**src/rtl/nanov_shift_seq.sv**
```systemverilog
// nanov_shift_seq: bit-serial SLL/SRL/SRA sequencer for the nanoV execute stage.
// Emits one result bit per cycle (LSB first) and assembles the full result word.
module nanov_shift_seq #(
   parameter bit DONE_PULSE = 1'b1
) (
   input  logic        clk,
   input  logic        rstn,
   input  logic        start,
   input  logic [3:0]  op,
   input  logic [31:0] a,
   input  logic [4:0]  b,
   input  logic        abort,
   output logic        busy,
   output logic        bit_valid,
   output logic        bit_out,
   output logic [4:0]  bit_idx,
   output logic        done,
   output logic [31:0] result
);

   localparam int unsigned DW = 32;
   localparam int unsigned CW = 5;
   localparam int unsigned PW = CW + 1;

   typedef enum logic [1:0] {
      IDLE = 2'd0,
      RUN  = 2'd1,
      DONE = 2'd2
   } state_t;

   state_t          state_q, state_d;
   logic [CW-1:0]   cnt_q;
   logic [CW-1:0]   b_q;
   logic [DW-1:0]   a_q;
   logic [DW-1:0]   result_q;
   logic            right_q;
   logic            arith_q;
   logic            sign_q;

   logic            run_c;
   logic            accept_c;
   logic            neg_c;
   logic [CW-1:0]   b_x_c;
   logic [PW-1:0]   pos_c;
   logic            ovf_c;
   logic            fill_c;
   logic            raw_bit_c;
   logic            unused_c;

   // Position of the source bit for the current counter; MSB flags out-of-range.
   always_comb begin
      neg_c     = ~right_q;
      b_x_c     = b_q ^ {CW{neg_c}};
      pos_c     = {1'b0, cnt_q} + {neg_c, b_x_c} + PW'(neg_c);
      ovf_c     = pos_c[PW-1];
      fill_c    = arith_q & sign_q;
      raw_bit_c = 1'b0;
      if (right_q) begin
         raw_bit_c = ovf_c ? fill_c : a_q[b_q];
      end else begin
         raw_bit_c = ovf_c ? 1'b0 : a_q[0];
      end
   end

   // Only op[2] and op[3] select the operation; low opcode bits are don't-care.
   assign unused_c = ^{op[1:0], pos_c[PW-2:0]};

   assign run_c    = (state_q == RUN);
   assign accept_c = start & ~abort & ((state_q == IDLE) | (state_q == DONE));

   // State register.
   always_ff @(posedge clk or negedge rstn) begin
      if (!rstn) begin
         state_q <= IDLE;
      end else begin
         state_q <= state_d;
      end
   end

   // Next-state logic; abort wins over everything, start is ignored while running.
   always_comb begin
      state_d = state_q;
      unique case (state_q)
         IDLE: begin
            if (accept_c) state_d = RUN;
         end
         RUN: begin
            if (abort)                       state_d = IDLE;
            else if (cnt_q == CW'(DW - 1))   state_d = DONE;
         end
         DONE: begin
            if (abort)           state_d = IDLE;
            else if (accept_c)   state_d = RUN;
            else if (DONE_PULSE) state_d = IDLE;
         end
         default: state_d = IDLE;
      endcase
   end

   // Operand capture, serial stepping and result assembly.
   always_ff @(posedge clk or negedge rstn) begin
      if (!rstn) begin
         cnt_q    <= '0;
         b_q      <= '0;
         a_q      <= '0;
         result_q <= '0;
         right_q  <= 1'b0;
         arith_q  <= 1'b0;
         sign_q   <= 1'b0;
      end else if (accept_c) begin
         cnt_q   <= '0;
         b_q     <= b;
         a_q     <= a;
         right_q <= op[2];
         arith_q <= op[3];
         sign_q  <= a[DW-1];
      end else if (run_c) begin
         if (abort) begin
            cnt_q <= '0;
         end else begin
            cnt_q    <= cnt_q + CW'(1);
            result_q <= {raw_bit_c, result_q[DW-1:1]};
            if (!ovf_c) a_q <= {1'b0, a_q[DW-1:1]};
         end
      end
   end

   // Outputs decode from registered state; serial outputs are quiet outside RUN.
   assign busy      = run_c;
   assign bit_valid = run_c;
   assign bit_out   = run_c & raw_bit_c;
   assign bit_idx   = run_c ? cnt_q : '0;
   assign done      = (state_q == DONE);
   assign result    = result_q;

endmodule

```
**config.mk**
```make
export PLATFORM = sky130hd
export DESIGN_NAME = nanov_shift_seq
export DESIGN_NICKNAME = d
export VERILOG_FILES = /design/src/rtl/nanov_shift_seq.sv
export SDC_FILE = /design/constraint.sdc
export NUM_CORES = 1
export LEC_CHECK = 0
export BUFFER_PORTS_ARGS = -buffer_cell sky130_fd_sc_hd__buf_2
export CAP_MARGIN = 20
export CELL_PAD_IN_SITES_DETAIL_PLACEMENT = 1
export CELL_PAD_IN_SITES_GLOBAL_PLACEMENT = 1
export CORE_MARGIN = 10
export CORE_UTILIZATION = 43
export CTS_CLUSTER_SIZE = 28
export DETAILED_ROUTE_END_ITERATION = 10
export PLACE_DENSITY_LB_ADDON = 0.25
export SYNTH_ARGS = -nofsm -noshare
export SYNTH_HDL_FRONTEND = slang
export SYNTH_SLANG_ARGS = --single-unit
```
**constraint.sdc**
```tcl
create_clock -name clk -period 3.3 [get_ports clk]
set_clock_uncertainty 0.15 [all_clocks]
set_input_delay 0.66 -clock clk [delete_from_list [all_inputs] [get_ports clk]]
set_output_delay 0.66 -clock clk [all_outputs]
set_load 0.01 [all_outputs]
```
==> results.cfg <==
[worst_hold_path]
hp-class = input pin to asynchronous set/reset pin

[power_and_ir_drop]
pwr_density_cell_nw_per_um2 = 715
ir_worst_vdd_uv = 271
power_leakage_nw = 2.61

[cts]
cts_buffer_depth = 2
clock-sinks = 79
cts.clk_slew.worst_paths_ns = 0.08
numCtsBuffers = 9
cts_max_level = 3
root_buffer = clkbuf_8
hold_buffers = 0
cts_tree = yes
clk_latency_ns = 0.35

[job]
maxCapViolations = 0

[critical_path]
cp_max_fo = 7
crit_family = compound AO/OA/AOI/OAI gates
worstSetupPathType = flip-flop to output port
path_buf_inv = 1
start_kind = flip-flop
critPathArrivalTime_ns = 2.54
crit_chain = xnor2_2 > ha_4 > a211oi_2 > nor2_2 > or3_4 > a211oi_4 > a21oi_2 > buf_2
cp.required_ns = 2.49
max_stage_delay_ns = 0.48
rrSetupSlack_ns = 0.25
reg2reg_depth = 16
reg2reg_to = result[31]$_DFFE_PN0P_
slowest_stage = dfrtp_2
r2r-start = right_q$_DFFE_PN0N_
cp-end-kind = output port

[sta]
fmax_ghz = 0.298
post-route-min-period_ns = 3.35
slew_headroom_pct = 33.8
grt_setup_unrepaired = true
period_share_pct = 102
hold_viol = 0
setup_violations = 1
setup_slack_ns = -0.0538
tightestPinTransition_ns = 0.994
maxSlewViolCount = 0

[detailed_routing]
routedWlPerCell_um = 17.0
totalWireLength_mm = 10.2
drc = 0
viasPerCell = 5.05
drtPass1Iterations = 4
drt_first_iter_violations = 102
ant_nets = 0
dr_total_vias = 3016

[floorplan]
dieArea_um2 = 13800
fp.dieH_um = 117
num_rows = 35
start_util_pct = 44.1
die_w_um = 117
io_pins = 86
core_area_um2 = 9240

[grt]
grtUsageMet3_pct = 3.98
busiest_layer = met2
grtUsageMet2_pct = 24.1
grt_max_degree = 80
grt_pass1_vias = 3330
overflow = 0
grtUsageMet1_pct = 18.3
grt_use_total_pct = 14.7
antenna_found_initial = 0
grt_pass1_wl_mm = 16.9

[synth]
synth_cells = 368
synth_cell_types = 38
synth_top_area_share_pct = 48.5
synth_area_um2 = 4080
synth_warnings = 0
ys_ff_latch = 79
yosysSeqAreaShare_pct = 48.5
synth_nets = 419
synth.area.top_cells = dfrtp_1 (49%), mux2_4 (11%), mux2_2 (10%)
avgSynthCellArea_um2 = 11.1
yosys.area.top_type = dfrtp_1

[finish]
diodes = 0
syn2layout_area_growth_pct = 22.9
fin_util_pct = 54.2
final_cells = 597
fin_nets = 515
layout-drive-gt1-share_pct = 42.1

[placement]
place_inst = 569
globalplace.congestion = 0.775
place_hpwl_mm = 7.04
port_buffers = 83

[status]
violations = setup timing
status = finished, violations left
==> final cells by class <==
cell class	count	area [um2]
inverter	5	18.8
clock inverter	5	106
tap	129	161
sequential	79	1980
clock buffer	10	128
multi-input combinational	265	2030
fill	1024	4230
timing repair buffer	104	588
==> power by group <==
part	leakage (nW)	switching [mW]	internal, mW	total, mW
Combinational	1.48	0.493	0.745	1.24
Sequential	1.02	0.251	1.24	1.50
Clock	0.113	0.349	0.501	0.851
Total	2.61	1.09	2.49	3.58
==> metal layers <==
metal  wire [um]  vias up
li1            -     1441
met3         418        9
met4         115        0
met5           0        -
met1        4610     1497
met2        5010       69
==> worst register-to-register path, cell delays in order (launching register included) <==
cell and delay, ns:
dfrtp_2 0.48, buf_4 0.16, xnor2_1 0.12, ha_1 0.30, nand4_1 0.15, o31ai_4 0.28
or3_4 0.20, a211oi_4 0.07, buf_4 0.14, buf_4 0.11, buf_4 0.12, buf_4 0.12
buf_4 0.12, buf_4 0.12, buf_4 0.12, buf_4 0.12, a21oi_1 0.12
==> synthesized netlist by cell type (all sizes together) <==
master / instances
mux2i: 16
a211oi: 3
nor3b: 1
nand4: 2
and2: 7
o21bai: 1
o31ai: 1
buf: 10
nand2: 103
xnor2: 4
a311oi: 1
ha: 6
inv: 5
a21oi: 5
clkbuf: 9
a21bo: 1
dfrtp: 79
a22o: 2
and2b: 1
o31a: 1
o21ai: 12
a31oi: 2
a31o: 1
nor2: 6
a41o: 1
mux2: 68
or3: 2
nand3: 1
and3: 5
nor2b: 6
nand2b: 2
a22oi: 4
==> state kept, by name, summed over array words and instances, names as in the netlist <==
signal / cells
b_q: 5
state_q: 2
result: 32
sign_q: 1
a_q: 32
cnt_q: 5
right_q: 1
arith_q: 1
==> how the worst max path moves through the flow <==
| stage | cells after the start | start | endpoint |
|---|---|---|---|
| final | 8 | right_q$_DFFE_PN0N_ | bit_out |
| after global routing | 9 | right_q$_DFFE_PN0N_ | bit_out |
| after CTS | 8 | right_q$_DFFE_PN0N_ | bit_out |
| after detailed placement | 8 | right_q$_DFFE_PN0N_ | bit_out |
| after global placement | 7 | right_q$_DFFE_PN0N_ | a_q[0]$_DFFE_PN0P_ |
| after floorplan | 8 | right_q$_DFFE_PN0N_ | bit_out |
==> metrics by stage <==
stage	hold WS [ns]	setup slack, ns	setup TNS [ns]	cell area [um2]	power, mW
global placement	0.302	0.0522	0	4610	2.57
CTS	0.338	-0.0532	-0.0532	4960	3.58
finish	0.318	-0.0538	-0.0538	5010	3.58
global route	0.370	-0.175	-0.175	5010	3.84
detailed placement	0.322	0.0723	0	4630	2.63
floorplan	0.214	0.343	0	4080	2.29
==> cell usage in the layout, fill, tap and decap left out, drive strengths merged <==
master and instances:
a21bo 1, nor2b 6, dfrtp 79, inv 6
nand3 1, mux2 68, nor3b 1, o31ai 1
ha 6, clkbuf 10, and3 5, nor2 6
nand2b 2, o31a 1, a31o 1, and2 7
bufinv 3, mux2i 16, or3 2, o21bai 1
a21oi 5, nand4 2, a31oi 2, a311oi 1
a22o 2, clkinvlp 1, a22oi 4, buf 104
o21ai 12, a41o 1, a211oi 3, xnor2 4
and2b 1, nand2 103
==> logic make-up after synthesis <==
| group | count (synthesis) | share of synthesized area (%) |
|---|---|---|
| compound gates | 35 | 5.96 |
| buf+inv | 24 | 3.10 |
| simple gates | 136 | 14.3 |
| fa+ha+maj | 6 | 1.84 |
| mux | 84 | 25.4 |
| xor+xnor | 4 | 0.860 |
| flops | 79 | 48.5 |
==> repair_timing <==
| item | in CTS | in global routing |
|---|---|---|
| endpoints found under the hold margin | 0 | 0 |
| endpoints found under the setup margin | 1 | 1 |
| pin swaps | 3 | 4 |
| gates resized for setup | 6 | 7 |
| setup buffers | 10 | 3 |
| gates cloned | 0 | 0 |
Power figures use the tool's default switching activity.
